<file path="src/rtl/tracker_synth.sv">
// N-channel step-sequenced tone synth: frame-tick sequencer, per-channel phase oscillator,
// waveform gate and decaying envelope, summed into a one-pole low-pass and a 1-bit PWM DAC.
module tracker_synth #(
  parameter int NUM_CH         = 2,
  parameter int SONG_LEN       = 288,
  parameter int TICKS_PER_STEP = 6,
  parameter int PHASE_W        = 16,
  parameter int VOL_W          = 6,
  parameter int LPF_SHIFT      = 3,
  localparam int SP_W          = $clog2(SONG_LEN),
  localparam int MIX_W         = VOL_W + $clog2(NUM_CH + 1),
  localparam int LPF_W         = MIX_W + LPF_SHIFT
) (
  input  logic                  clk,
  input  logic                  reset,
  input  logic                  sample_tick,
  input  logic                  frame_tick,
  input  logic                  run,
  input  logic                  restart,
  input  logic [8*NUM_CH-1:0]   ch_inc,
  input  logic [2*NUM_CH-1:0]   ch_oct,
  input  logic [2*NUM_CH-1:0]   ch_mode,
  input  logic [NUM_CH-1:0]     ch_trig,
  input  logic [2*NUM_CH-1:0]   ch_decay,
  output logic [SP_W-1:0]       songpos,
  output logic                  step_strobe,
  output logic [NUM_CH-1:0]     ch_gate,
  output logic [LPF_W-1:0]      audio_level,
  output logic                  audio_pwm
);

  localparam int TC_W = $clog2(TICKS_PER_STEP);
  localparam logic [VOL_W-1:0] VOL_MAX = {VOL_W{1'b1}};

  // Galois-free Fibonacci step for x^15 + x^14 + 1.
  function automatic logic [14:0] lfsr_step(input logic [14:0] s);
    return {s[13:0], s[14] ^ s[13]};
  endfunction

  logic [SP_W-1:0]                  songpos_r, songpos_s;
  logic [TC_W-1:0]                  tick_cnt_r, tick_cnt_s;
  logic                             trig_pend_r, trig_pend_s;
  logic                             step_strobe_r, step_strobe_s;
  logic [NUM_CH-1:0][VOL_W-1:0]     vol_r, vol_s;
  logic [NUM_CH-1:0][PHASE_W-1:0]   phase_r;
  logic [NUM_CH-1:0][14:0]          lfsr_r;
  logic [NUM_CH-1:0]                prev_sel_r, sel_s, gate_s, ch_gate_r;
  logic [MIX_W-1:0]                 mix_s;
  logic [LPF_W-1:0]                 lpf_r, pwm_acc_r;
  logic                             audio_pwm_r;

  // Sequencer and envelope next state; restart wins, then step/decay, then a pending trigger.
  always_comb begin
    songpos_s     = songpos_r;
    tick_cnt_s    = tick_cnt_r;
    trig_pend_s   = 1'b0;
    step_strobe_s = 1'b0;
    vol_s         = vol_r;
    if (restart) begin
      songpos_s   = {SP_W{1'b0}};
      tick_cnt_s  = {TC_W{1'b0}};
      vol_s       = '0;
      trig_pend_s = 1'b1;
    end else begin
      if (run && frame_tick) begin
        if (tick_cnt_r == TC_W'(TICKS_PER_STEP - 1)) begin
          tick_cnt_s  = {TC_W{1'b0}};
          songpos_s   = (songpos_r == SP_W'(SONG_LEN - 1)) ? {SP_W{1'b0}} : songpos_r + SP_W'(1);
          trig_pend_s = 1'b1;
        end else begin
          tick_cnt_s = tick_cnt_r + TC_W'(1);
          for (int c = 0; c < NUM_CH; c++) begin
            if (ch_decay[2*c +: 2] != 2'd0) begin
              vol_s[c] = vol_r[c] - (vol_r[c] >> ch_decay[2*c +: 2]);
            end else begin
              vol_s[c] = vol_r[c];
            end
          end
        end
      end else begin
        tick_cnt_s = tick_cnt_r;
      end
      if (trig_pend_r) begin
        step_strobe_s = 1'b1;
        for (int c = 0; c < NUM_CH; c++) begin
          if (ch_trig[c]) begin
            vol_s[c] = VOL_MAX;
          end else begin
            vol_s[c] = vol_s[c];
          end
        end
      end else begin
        step_strobe_s = 1'b0;
      end
    end
  end

  // Waveform gate per channel from the octave-selected phase bits or the channel LFSR.
  always_comb begin
    sel_s  = '0;
    gate_s = '0;
    for (int c = 0; c < NUM_CH; c++) begin
      logic [PHASE_W-1:0] sh;
      sh       = phase_r[c] << ch_oct[2*c +: 2];
      sel_s[c] = sh[PHASE_W-1];
      case (ch_mode[2*c +: 2])
        2'd0:    gate_s[c] = sh[PHASE_W-1];
        2'd1:    gate_s[c] = sh[PHASE_W-1] & sh[PHASE_W-2];
        2'd2:    gate_s[c] = sh[PHASE_W-1] & sh[PHASE_W-2] & sh[PHASE_W-3];
        2'd3:    gate_s[c] = lfsr_r[c][0];
        default: gate_s[c] = 1'b0;
      endcase
    end
  end

  // Voice mixer: sum of gated envelope levels.
  always_comb begin
    mix_s = {MIX_W{1'b0}};
    for (int c = 0; c < NUM_CH; c++) begin
      if (gate_s[c]) begin
        mix_s = mix_s + MIX_W'(vol_r[c]);
      end else begin
        mix_s = mix_s;
      end
    end
  end

  // All state: sequencer, oscillators, noise, low-pass and PWM accumulator.
  always_ff @(posedge clk) begin
    if (reset) begin
      songpos_r     <= {SP_W{1'b0}};
      tick_cnt_r    <= {TC_W{1'b0}};
      trig_pend_r   <= 1'b0;
      step_strobe_r <= 1'b0;
      vol_r         <= '0;
      phase_r       <= '0;
      lfsr_r        <= {NUM_CH{15'h7FFF}};
      prev_sel_r    <= '0;
      ch_gate_r     <= '0;
      lpf_r         <= {LPF_W{1'b0}};
      pwm_acc_r     <= {LPF_W{1'b0}};
      audio_pwm_r   <= 1'b0;
    end else begin
      songpos_r     <= songpos_s;
      tick_cnt_r    <= tick_cnt_s;
      trig_pend_r   <= trig_pend_s;
      step_strobe_r <= step_strobe_s;
      vol_r         <= vol_s;
      prev_sel_r    <= sel_s;
      ch_gate_r     <= gate_s;
      for (int c = 0; c < NUM_CH; c++) begin
        if (sample_tick) begin
          phase_r[c] <= phase_r[c] + {{(PHASE_W-8){1'b0}}, ch_inc[8*c +: 8]};
        end
        if (sel_s[c] && !prev_sel_r[c]) begin
          lfsr_r[c] <= lfsr_step(lfsr_r[c]);
        end
      end
      if (sample_tick) begin
        lpf_r <= lpf_r + LPF_W'(mix_s) - (lpf_r >> LPF_SHIFT);
      end
      {audio_pwm_r, pwm_acc_r} <= {1'b0, pwm_acc_r} + {1'b0, lpf_r};
    end
  end

  assign songpos     = songpos_r;
  assign step_strobe = step_strobe_r;
  assign ch_gate     = ch_gate_r;
  assign audio_level = lpf_r;
  assign audio_pwm   = audio_pwm_r;

endmodule

</file>
<file path="config.mk">
export PLATFORM = sky130hd
export DESIGN_NAME = tracker_synth
export DESIGN_NICKNAME = d
export VERILOG_FILES = /design/src/rtl/tracker_synth.sv
export SDC_FILE = /design/constraint.sdc
export NUM_CORES = 1
export LEC_CHECK = 0
export CAP_MARGIN = 20
export CORE_MARGIN = 2
export CORE_UTILIZATION = 49
export DETAILED_ROUTE_END_ITERATION = 10
export PLACE_DENSITY = 0.69
export SYNTH_ARGS = -nofsm -noshare
export SYNTH_HDL_FRONTEND = slang
export SYNTH_SLANG_ARGS = --single-unit
</file>
<file path="constraint.sdc">
create_clock -name clk -period 13.2 [get_ports clk]
set_input_delay 3.96 -clock clk [delete_from_list [all_inputs] [get_ports clk]]
set_output_delay 3.96 -clock clk [all_outputs]
set_load 0.005 [all_outputs]
</file>
==> results of run 1 <==
-- tightest hold or removal path: cells and delay by family, from the launching register on --
kind / cells / cell delay (ns)
simple gates: 2 / 0.11
flops: 1 / 0.32
-- registers in the layout (all words and copies together) (netlist names) --
signal,count
phase_r,32
lfsr_r,30
vol_r,12
audio_level,11
pwm_acc_r,11
songpos,9
tick_cnt_r,3
ch_gate,2
prev_sel_r,2
audio_pwm,1
step_strobe,1
trig_pend_r,1
-- worst max path at each step --
stage / cells after the start / slack [ns] / endpoint / from
6_report: 24 / 4.33 / audio_level[10] / ch_oct[0]
2_1_floorplan: 22 / 5.15 / audio_level[10] / ch_oct[0]
3_3_place_gp: 24 / 4.01 / audio_level[10] / ch_oct[0]
4_1_cts: 24 / 4.31 / audio_level[10] / ch_oct[0]
3_5_place_dp: 24 / 3.90 / audio_level[10] / ch_oct[0]
5_1_grt: 24 / 3.83 / audio_level[10] / ch_oct[0]
-- power groups by stage --
stage | registers, mW | clock network [mW] | logic (mW)
6_report | 0.415 | 0.416 | 0.443
3_3_place_gp | 0.422 | 0 | 0.437
3_5_place_dp | 0.423 | 0 | 0.440
5_1_grt | 0.420 | 0.441 | 0.505
4_1_cts | 0.416 | 0.426 | 0.446
2_1_floorplan | 0.411 | 0 | 0.341
-- metrics by stage --
| stage | setup slack (ns) | std cells | cell area (µm²) | utilization [%] |
|---|---|---|---|---|
| floorplan | 5.15 | 853 | 7090 | - |
| global placement | 4.01 | 1063 | 7780 | 55.6 |
| detailed placement | 3.90 | 1063 | 7780 | 55.6 |
| CTS | 4.31 | 1091 | 8310 | 59.4 |
| global route | 3.83 | 1091 | 8310 | 59.4 |
| finish | 4.33 | 1091 | 8310 | 59.4 |
-- logic make-up after synthesis --
| group | after synthesis | share of synthesized area (%) |
|---|---|---|
| XOR/XNOR | 31 | 3.83 |
| AND/OR/NAND/NOR | 326 | 23.4 |
| buffers and inverters | 91 | 4.94 |
| AO/OA/AOI/OAI | 183 | 15.8 |
| multiplexers | 38 | 5.97 |
| adder cells (fa/ha/maj) | 69 | 13.6 |
| flip-flops | 115 | 32.5 |
-- final cells by class --
cell class / instances / area [µm²]
Multi-Input combinational cell: 647 / 4440
Clock inverter: 7 / 60.1
Inverter: 61 / 229
Fill cell: 1273 / 5680
Tap cell: 180 / 225
Sequential cell: 115 / 2300
Clock buffer: 21 / 470
Timing Repair Buffer: 60 / 588
-- cell usage after synthesis, types with 3 or more instances --
cell | count | area (µm²)
o21ai_1 | 13 | 65.1
nand2_1 | 91 | 342
a211oi_1 | 6 | 45.0
ha_1 | 56 | 701
dfxtp_1 | 115 | 2300
or3_1 | 15 | 93.8
buf_2 | 4 | 20.0
o21ai_0 | 41 | 205
and2_1 | 9 | 56.3
clkbuf_1 | 23 | 86.3
or4_1 | 4 | 30.0
a31oi_1 | 9 | 56.3
nand4_1 | 9 | 56.3
fa_1 | 13 | 260
a21o_1 | 14 | 105
a21oi_1 | 61 | 305
xnor2_1 | 18 | 158
nor3b_1 | 9 | 67.6
nand3b_1 | 29 | 218
a21boi_1 | 3 | 22.5
and3_1 | 8 | 50.1
nor3_1 | 13 | 65.1
inv_1 | 60 | 225
mux2_2 | 4 | 45.0
a21boi_0 | 3 | 22.5
nor2b_1 | 24 | 150
nor2_1 | 79 | 297
o21a_1 | 7 | 52.6
xor2_1 | 13 | 114
nand3_1 | 14 | 70.1
or2_2 | 3 | 18.8
nand2b_1 | 5 | 31.3
mux2i_1 | 28 | 280
a22o_1 | 3 | 26.3
nor4b_1 | 3 | 26.3
-- metal layers --
layer | up-vias | part of all wire, %
li1 | 3067 | -
met1 | 2731 | 50
met2 | 88 | 45
met3 | 12 | 4.3
met4 | 0 | 1.0
met5 | - | 0
==> results.yml, run 1 <==
outcome:
  status: "complete, no violations"
timing:
  finalSetupViolCount: 0
  timing_hold_violations_final: 0
  worst_pin_slew_ns: 1.24
  period_minus_slack_ns: 8.87
  final_max_slew_viol_count: 0
  final.setup.tns_ns: 0
  min_period_over_period_pct: 67.2
  worst_clock_skew_ns: 0.00974
  fmax_mhz: 113
  slew_headroom_pct: 17.5
  hold_ws_ns: 0.466
  rsz0062_at_grt: "false"
global_route:
  top_usage_layer: "met2"
  grt_use_met2_pct: 30.8
  grt_use_met1_pct: 26.0
  grt_util_met3_pct: 5.11
  track_usage_pct: 19.5
  grt_max_degree: 107
  antenna_found_initial: 0
  overflow: 0
  grt_pass1_wl_um: 25300
  grt_pass1_vias: 5471
die:
  dieArea_mm2: 0.0154
  start_util_pct: 50.7
  coreArea_mm2: 0.0140
  io_pins: 60
  fp.dieH_um: 124
  die_x_um: 124
  rows: 43
worst_setup_path:
  crit_type: "input port to flop"
  cp_cell_sequence: "clkdlybuf4s50_1, nor2b_1, o21ai_0, o211ai_1, a31oi_1, and2_1, ha_1, inv_1, fa_1, nor2b_1, o21ai_0, nand2b_1, xnor2_1, nor2_1, a21oi_1, fa_1, inv_1, ha_1, a21o_1, a21oi_1, o21ai_1, a221oi_2, mux2i_1, mux2_1"
  cp_max_fo: 7
  r2r_slack_ns: 8.09
  cp_top_family: "compound AO/OA/AOI/OAI gates"
  path_buf_inv: 3
  r2r-start: "phase_r[13]"
  slowest_delay_ns: 0.58
  worst_setup_path_start_kind: "input port"
  rr_worst_depth: 22
  end_kind: "flop"
  cp_slowest_cell: "a31oi_1"
  crit_required_ns: 13.49
  r2r-end: "audio_level[10]"
  arrival_ns: 9.16
cts:
  clk_pin_slew_worst_paths_ns: 0.05
  cts.sinks: 115
  root_buffer: "clkbuf_16"
  insertion_delay_ns: 0.41
  cts_max_path_buffers: 2
  ctsResizeCount: 0
  postCtsSetupBuffers: 0
  cts_htree_levels: 4
  cts_tree: "done"
  cts_inserted_buffers: 17
  holdBufCountCts: 0
pwr:
  p_int_mw: 0.862
  irDropWorstVdd_v: 0.0000914
  p_sw_share_pct: 32.3
  p_total_mw: 1.27
  p_clk_share_pct: 32.7
  power.net_switching_mw: 0.412
  p_comb_share_pct: 34.8
  leakage_nw: 3.58
  power_density_mw_per_mm2: 153
  seq_power_share_pct: 32.6
yosys:
  avgSynthCellArea_um2: 8.31
  synth_edf_count: 0
  ys.warnings.count: 0
  syn-cell-area_mm2: 0.00709
  ys_ff_latch: 115
  synthArstFlopShare_pct: 0
  synth.yosys.seq_area_share_pct: 32.5
  netlist_instances: 853
  synth_cell_type_count: 68
  synth_ff_type: "dfxtp_1"
  syn_nets: 958
detailed_routing:
  viasPerCell: 5.41
  drc: 0
  drt_iter0_markers: 351
  dr.pass1.iters: 5
  routed_wirelength_um: 14700
  ant_nets: 0
  wl_per_cell_um: 13.5
  num_vias: 5898
final_layout:
  antenna_cells: 0
  layout_commonest_cell: "dfxtp_1"
  area_delta_synth_final_pct: 17.2
  mostFrequentLayoutCells: "dfxtp_1, nand2_1, nor2_1, a21oi_1, inv_1"
  nets: 1007
  drive_above_1_share_pct: 5.38
min_path:
  hold_path_class: "flop to flop"
  min_to: "lfsr_r[23]"
  min_from: "lfsr_r[22]"
  holdPathStages: 2
placed_design:
  dp_hpwl_um: 10400
  gp_congestion: 0.807
  port_buffers: 59
run:
  drv_cap: 0
(Power assumes the default switching activity.)
==> run 2: changes to the inputs <==
--- a/config.mk
+++ b/config.mk
@@ -9,7 +9,7 @@
 export CORE_MARGIN = 2
 export CORE_UTILIZATION = 49
 export DETAILED_ROUTE_END_ITERATION = 10
-export PLACE_DENSITY = 0.69
+export PLACE_DENSITY = 0.72
 export SYNTH_ARGS = -nofsm -noshare
 export SYNTH_HDL_FRONTEND = slang
 export SYNTH_SLANG_ARGS = --single-unit
==> constraint.sdc (replaced) <==
create_clock -name clk -period 7.2 [get_ports clk]
set_input_delay 2.16 -clock clk [delete_from_list [all_inputs] [get_ports clk]]
set_output_delay 2.16 -clock clk [all_outputs]
set_load 0.005 [all_outputs]
==> run 2 against run 1 <==
Clock-buffer cell count rose by 2. Final cell count rose by 1.3%. Via count rose by 1.6%. Critical path depth fell by 2. Non-clock buffer count rose by 13. Critical endpoint unchanged.
==> results.yml, run 2 (synthesis gave the netlist of run 1 again) <==
outcome:
  status: "complete, no violations"
placed_design:
  dp_hpwl_um: 10600
  placed_cell_area_mm2: 0.00788
  port_buffers: 59
  gp_congestion: 0.801
cts:
  cts_htree_levels: 4
  cts.sinks: 115
  holdBufCountCts: 0
  postCtsSetupBuffers: 0
  cts_tree: "done"
  clk_pin_slew_worst_paths_ns: 0.05
  cts_max_path_buffers: 2
  insertion_delay_ns: 0.42
  cts_inserted_buffers: 17
  root_buffer: "clkbuf_16"
timing:
  fmax_mhz: 149
  rsz0062_at_grt: "false"
  slew_headroom_pct: 38.2
  period_minus_slack_ns: 6.71
  timing_hold_violations_final: 0
  worst_pin_slew_ns: 0.925
  min_period_over_period_pct: 93.2
  finalSetupViolCount: 0
  final.setup.tns_ns: 0
  worst_clock_skew_ns: 0.00806
  final_max_slew_viol_count: 0
detailed_routing:
  drt_iter0_markers: 299
  viasPerCell: 5.43
  drc: 0
  num_vias: 5995
  ant_nets: 0
  dr.pass1.iters: 4
  wl_per_cell_um: 13.7
  routed_wirelength_um: 15100
worst_setup_path:
  r2r_slack_ns: 2.48
  cp_max_fo: 6
  slowest_delay_ns: 0.57
  crit_required_ns: 7.51
  r2r-end: "audio_level[10]"
  cp_slowest_cell: "clkdlybuf4s50_1"
  r2r-start: "phase_r[13]"
  path_buf_inv: 3
  rr_worst_depth: 22
  arrival_ns: 7.01
  crit_type: "input port to flop"
  cp_top_family: "compound AO/OA/AOI/OAI gates"
  cp_cell_sequence: "clkdlybuf4s50_1, mux4_2, a31oi_1, a31oi_2, buf_4, and2_1, ha_1, nor2b_1, o21ai_0, nand2b_1, xnor2_1, nor2_1, a21oi_1, fa_1, inv_1, ha_1, a21o_1, a21oi_1, o21ai_1, a221oi_2, mux2i_1, mux2_1"
  end_kind: "flop"
  worst_setup_path_start_kind: "input port"
final_layout:
  largest_reg_flops: 32
  antenna_cells: 0
  reg_top3: "phase_r x32, lfsr_r x30, vol_r x12"
  layout_commonest_cell: "dfxtp_1"
  top_register: "phase_r"
  drive_above_1_share_pct: 6.59
  final_cell_area_mm2: 0.00841
  mostFrequentLayoutCells: "dfxtp_1, nand2_1, nor2_1, a21oi_1, inv_1"
  nets: 1020
  area_delta_synth_final_pct: 18.6
  utilization_pct: 60.1
min_path:
  min_to: "lfsr_r[11]"
  hold_path_class: "flop to flop"
  holdPathStages: 2
  min_from: "lfsr_r[10]"
pwr:
  p_sw_share_pct: 32.5
  power.net_switching_mw: 0.775
  irDropWorstVdd_v: 0.000250
  seq_power_share_pct: 31.8
  p_comb_share_pct: 36.2
  leakage_nw: 3.63
  p_clk_share_pct: 32.0
  power_density_mw_per_mm2: 283
  p_int_mw: 1.61
global_route:
  grt_max_degree: 84
  antenna_found_initial: 0
  grt_pass1_vias: 5532
  grt_pass1_wl_um: 26100
  track_usage_pct: 20.1
  overflow: 0
die:
  coreArea_mm2: 0.0140
  io_pins: 60
  die_x_um: 124
  dieArea_mm2: 0.0154
  fp.dieH_um: 124
  start_util_pct: 50.7
  rows: 43
run:
  drv_cap: 0
==> run 2: worst max path at each step <==
stage              start               to  depth (start not counted)
4_1_cts        ch_oct[0]  audio_level[10]                         23
3_3_place_gp   ch_oct[0]  audio_level[10]                         23
3_5_place_dp   ch_oct[0]  audio_level[10]                         23
2_1_floorplan  ch_oct[0]  audio_level[10]                         22
6_report       ch_oct[0]  audio_level[10]                         22
5_1_grt        ch_oct[0]  audio_level[10]                         24
==> run 2: what timing repair did <==
item,in CTS,in global routing
gates resized for setup,0,1
setup endpoints to repair,0,1
hold endpoints to repair,0,0
==> run 2: layout make-up <==
type	instances	area (µm²)
clock inverter	6	57.6
multi-input combinational	647	4440
inverter	61	229
fill	1278	5580
tap	180	225
timing repair buffer	73	686
sequential	115	2300
clock buffer	23	468
==> run 2: power by group through the flow <==
stage	sequential, mW	clock (mW)	combinational, mW
finish	0.757	0.764	0.863
global route	0.767	0.805	0.969
CTS	0.759	0.779	0.866
detailed placement	0.772	0	0.856
global placement	0.771	0	0.844
floorplan	0.753	0	0.625
==> run 2: through the flow <==
step	total power, mW	setup slack (ns)	instances	hold WS, ns
2_1_floorplan	1.38	0.947	853	0.437
3_3_place_gp	1.62	0.0523	1076	0.446
3_5_place_dp	1.63	-0.0605	1076	0.453
4_1_cts	2.40	0.376	1105	0.467
5_1_grt	2.54	0.0784	1105	0.486
6_report	2.38	0.492	1105	0.465
==> run 2: per-layer routing <==
layer	up-vias	part of all wire (%)	GRT usage, %	wire length, µm
li1	3107	-	-	-
met1	2792	47	26.5	7170
met2	79	47	31.5	7050
met3	17	4.3	6.66	655
met4	0	1.7	6.01	262
met5	-	0	0	0
==> run 2: worst register-to-register path: stages, from the launching register on <==
cell,delay [ns]
dfxtp_1,0.43
mux4_2,0.29
a31oi_1,0.05
a31oi_2,0.33
and2_1,0.21
ha_1,0.16
inv_1,0.05
fa_1,0.37
nor2b_1,0.16
o21ai_0,0.09
nand2b_1,0.11
xnor2_1,0.12
nor2_1,0.05
a21oi_1,0.16
fa_1,0.43
inv_1,0.06
ha_1,0.23
a21o_1,0.18
a21oi_1,0.13
o21ai_1,0.12
a221oi_2,0.30
mux2i_1,0.24
mux2_1,0.33
==> run 3: changes to the inputs <==
--- a/config.mk
+++ b/config.mk
@@ -10,6 +10,7 @@
 export CORE_UTILIZATION = 49
 export DETAILED_ROUTE_END_ITERATION = 10
 export PLACE_DENSITY = 0.72
+export RECOVER_POWER = 50
 export SYNTH_ARGS = -nofsm -noshare
 export SYNTH_HDL_FRONTEND = slang
 export SYNTH_SLANG_ARGS = --single-unit
==> run 3 against run 2 <==
Total power down 0.32%. Utilization decreased by 0.063 points. Fmax decreased by 0.20%. Setup slack got worse by 0.014 ns. Largest cell class unchanged. Final cell count unchanged. The run now ends with max-capacitance violations, max-slew violations left. Sequential cell count unchanged. Via count unchanged. Combinational power is 0.6% lower.
==> results.yml, run 3 (synthesis gave the netlist of run 1 again) <==
cts:
  cts_htree_levels: 4
  root_buffer: "clkbuf_16"
  insertion_delay_ns: 0.42
  cts_max_path_buffers: 2
  cts.sinks: 115
  holdBufCountCts: 0
  cts_tree: "done"
  ctsResizeCount: 0
  cts_inserted_buffers: 17
  clk_pin_slew_worst_paths_ns: 0.05
  postCtsSetupBuffers: 0
global_route:
  antenna_found_initial: 0
  grt_pass1_wl_um: 26100
  grt_pass1_vias: 5532
  grt_max_degree: 84
  overflow: 0
  track_usage_pct: 20.1
worst_setup_path:
  cp_max_fo: 6
  rr_worst_depth: 22
  crit_type: "input port to flop"
  worst_setup_path_start_kind: "input port"
  end_kind: "flop"
  r2r_slack_ns: 2.47
  crit_required_ns: 7.50
  arrival_ns: 7.02
outcome:
  violations: "max-capacitance violations, max-slew violations"
  status: "finished, violations left"
die:
  io_pins: 60
  rows: 43
  die_x_um: 124
  start_util_pct: 50.7
  dieArea_mm2: 0.0154
  fp.dieH_um: 124
  coreArea_mm2: 0.0140
final_layout:
  reg_top3: "phase_r x32, lfsr_r x30, vol_r x12"
  top_register: "phase_r"
  layout_commonest_cell: "dfxtp_1"
  nets: 1020
  area_delta_synth_final_pct: 18.5
  antenna_cells: 0
  drive_above_1_share_pct: 5.95
  mostFrequentLayoutCells: "dfxtp_1, nand2_1, nor2_1, inv_1, a21oi_1"
  n_fill_cell: 1281
  largest_reg_flops: 32
detailed_routing:
  ant_nets: 0
  num_vias: 5995
  viasPerCell: 5.43
  met1_length_um: 7160
  route.met2.wl_um: 7030
  dr.pass1.iters: 5
  routed_wirelength_um: 15100
  wl_per_cell_um: 13.7
  met3_length_um: 665
  dr.max_layer_used: "met4"
  drt_iter0_markers: 279
  drc: 0
min_path:
  holdPathStages: 2
  hold_path_class: "flop to flop"
timing:
  period_minus_slack_ns: 6.72
  worst_pin_slew_ns: 3.18
  finalSetupViolCount: 0
  timing_hold_violations_final: 0
  finalWorstSetupSlack_ns: 0.478
  slew_headroom_pct: -112
  rsz0062_at_grt: "false"
  min_period_over_period_pct: 93.4
  fmax_mhz: 149
  final_max_slew_viol_count: 121
  worst_clock_skew_ns: 0.00768
pwr:
  p_total_mw: 2.38
  leakage_nw: 3.69
  irDropWorstVdd_v: 0.000246
  power_density_mw_per_mm2: 283
placed_design:
  gp_congestion: 0.801
  dp_slack_ns: -0.0605
  dp_hpwl_um: 10600
  port_buffers: 59
run:
  drv_cap: 2
[run 3: changes by cell type in the layout (fill, tap and decap cells not counted)]
cell             delta
buf_2               -2
or2_2               -1
clkbuf_1            +3
inv_2               -1
buf_4               -1
clkdlybuf4s50_1    -26
dlygate4sd3_1      +26
nor2_2              -1
inv_1               +1
or2_0               +1
nor2_1              +1
[run 3: worst paths after layout]
check	start	to
min	lfsr_r[10]	lfsr_r[11]
max reg2reg	phase_r[13]	audio_level[10]
min reg2reg	lfsr_r[10]	lfsr_r[11]
max	ch_oct[0]	audio_level[10]
[run 3: where the power goes]
part           internal, mW  switching (mW)  total [mW]
clock network         0.482           0.279       0.762
logic                 0.418           0.439       0.858
registers             0.702          0.0551       0.757
total                  1.60           0.774        2.38
[run 3: final cells by class]
| type | instances | area, µm² | share of cell area, % |
|---|---|---|---|
| clock buffers | 23 | 468 | 5.57 |
| clock inverters | 6 | 57.6 | 0.685 |
| inverters | 61 | 229 | 2.73 |
| multi-input cells | 647 | 4440 | 52.9 |
| flip-flops and latches | 115 | 2300 | 27.4 |
| well taps | 180 | 225 | 2.68 |
| repair buffers | 73 | 679 | 8.09 |
[run 3: stage by stage]
| stage | area [µm²] | util (%) | instances | setup TNS [ns] | hold slack (ns) |
|---|---|---|---|---|---|
| floorplan | 7090 | - | 853 | 0 | 0.437 |
| global placement | 7880 | 56.3 | 1076 | 0 | 0.446 |
| detailed placement | 7880 | 56.3 | 1076 | -0.0605 | 0.453 |
| CTS | 8400 | 60.1 | 1105 | 0 | 0.467 |
| global route | 8400 | 60.1 | 1105 | 0 | 0.486 |
| finish | 8400 | 60.1 | 1105 | 0 | 0.465 |
[run 3: layer usage]
metal / GRT usage [%] / vias up
met4: 6.01 / 0
li1: - / 3104
met2: 31.5 / 78
met5: 0 / -
met3: 6.66 / 14
met1: 26.5 / 2799
[run 3: worst max-delay path: stages]
cell             delay [ns]
clkdlybuf4s50_1        0.57
mux4_2                 0.54
a31oi_1                0.18
a31oi_2                0.11
buf_4                  0.20
and2_1                 0.16
ha_1                   0.30
nor2b_1                0.15
o21ai_0                0.15
nand2b_1               0.11
xnor2_1                0.13
nor2_1                 0.08
a21oi_1                0.06
fa_1                   0.48
inv_1                  0.04
ha_1                   0.29
a21o_1                 0.18
a21oi_1                0.13
o21ai_1                0.12
a221oi_2               0.30
mux2i_1                0.24
mux2_1                 0.33
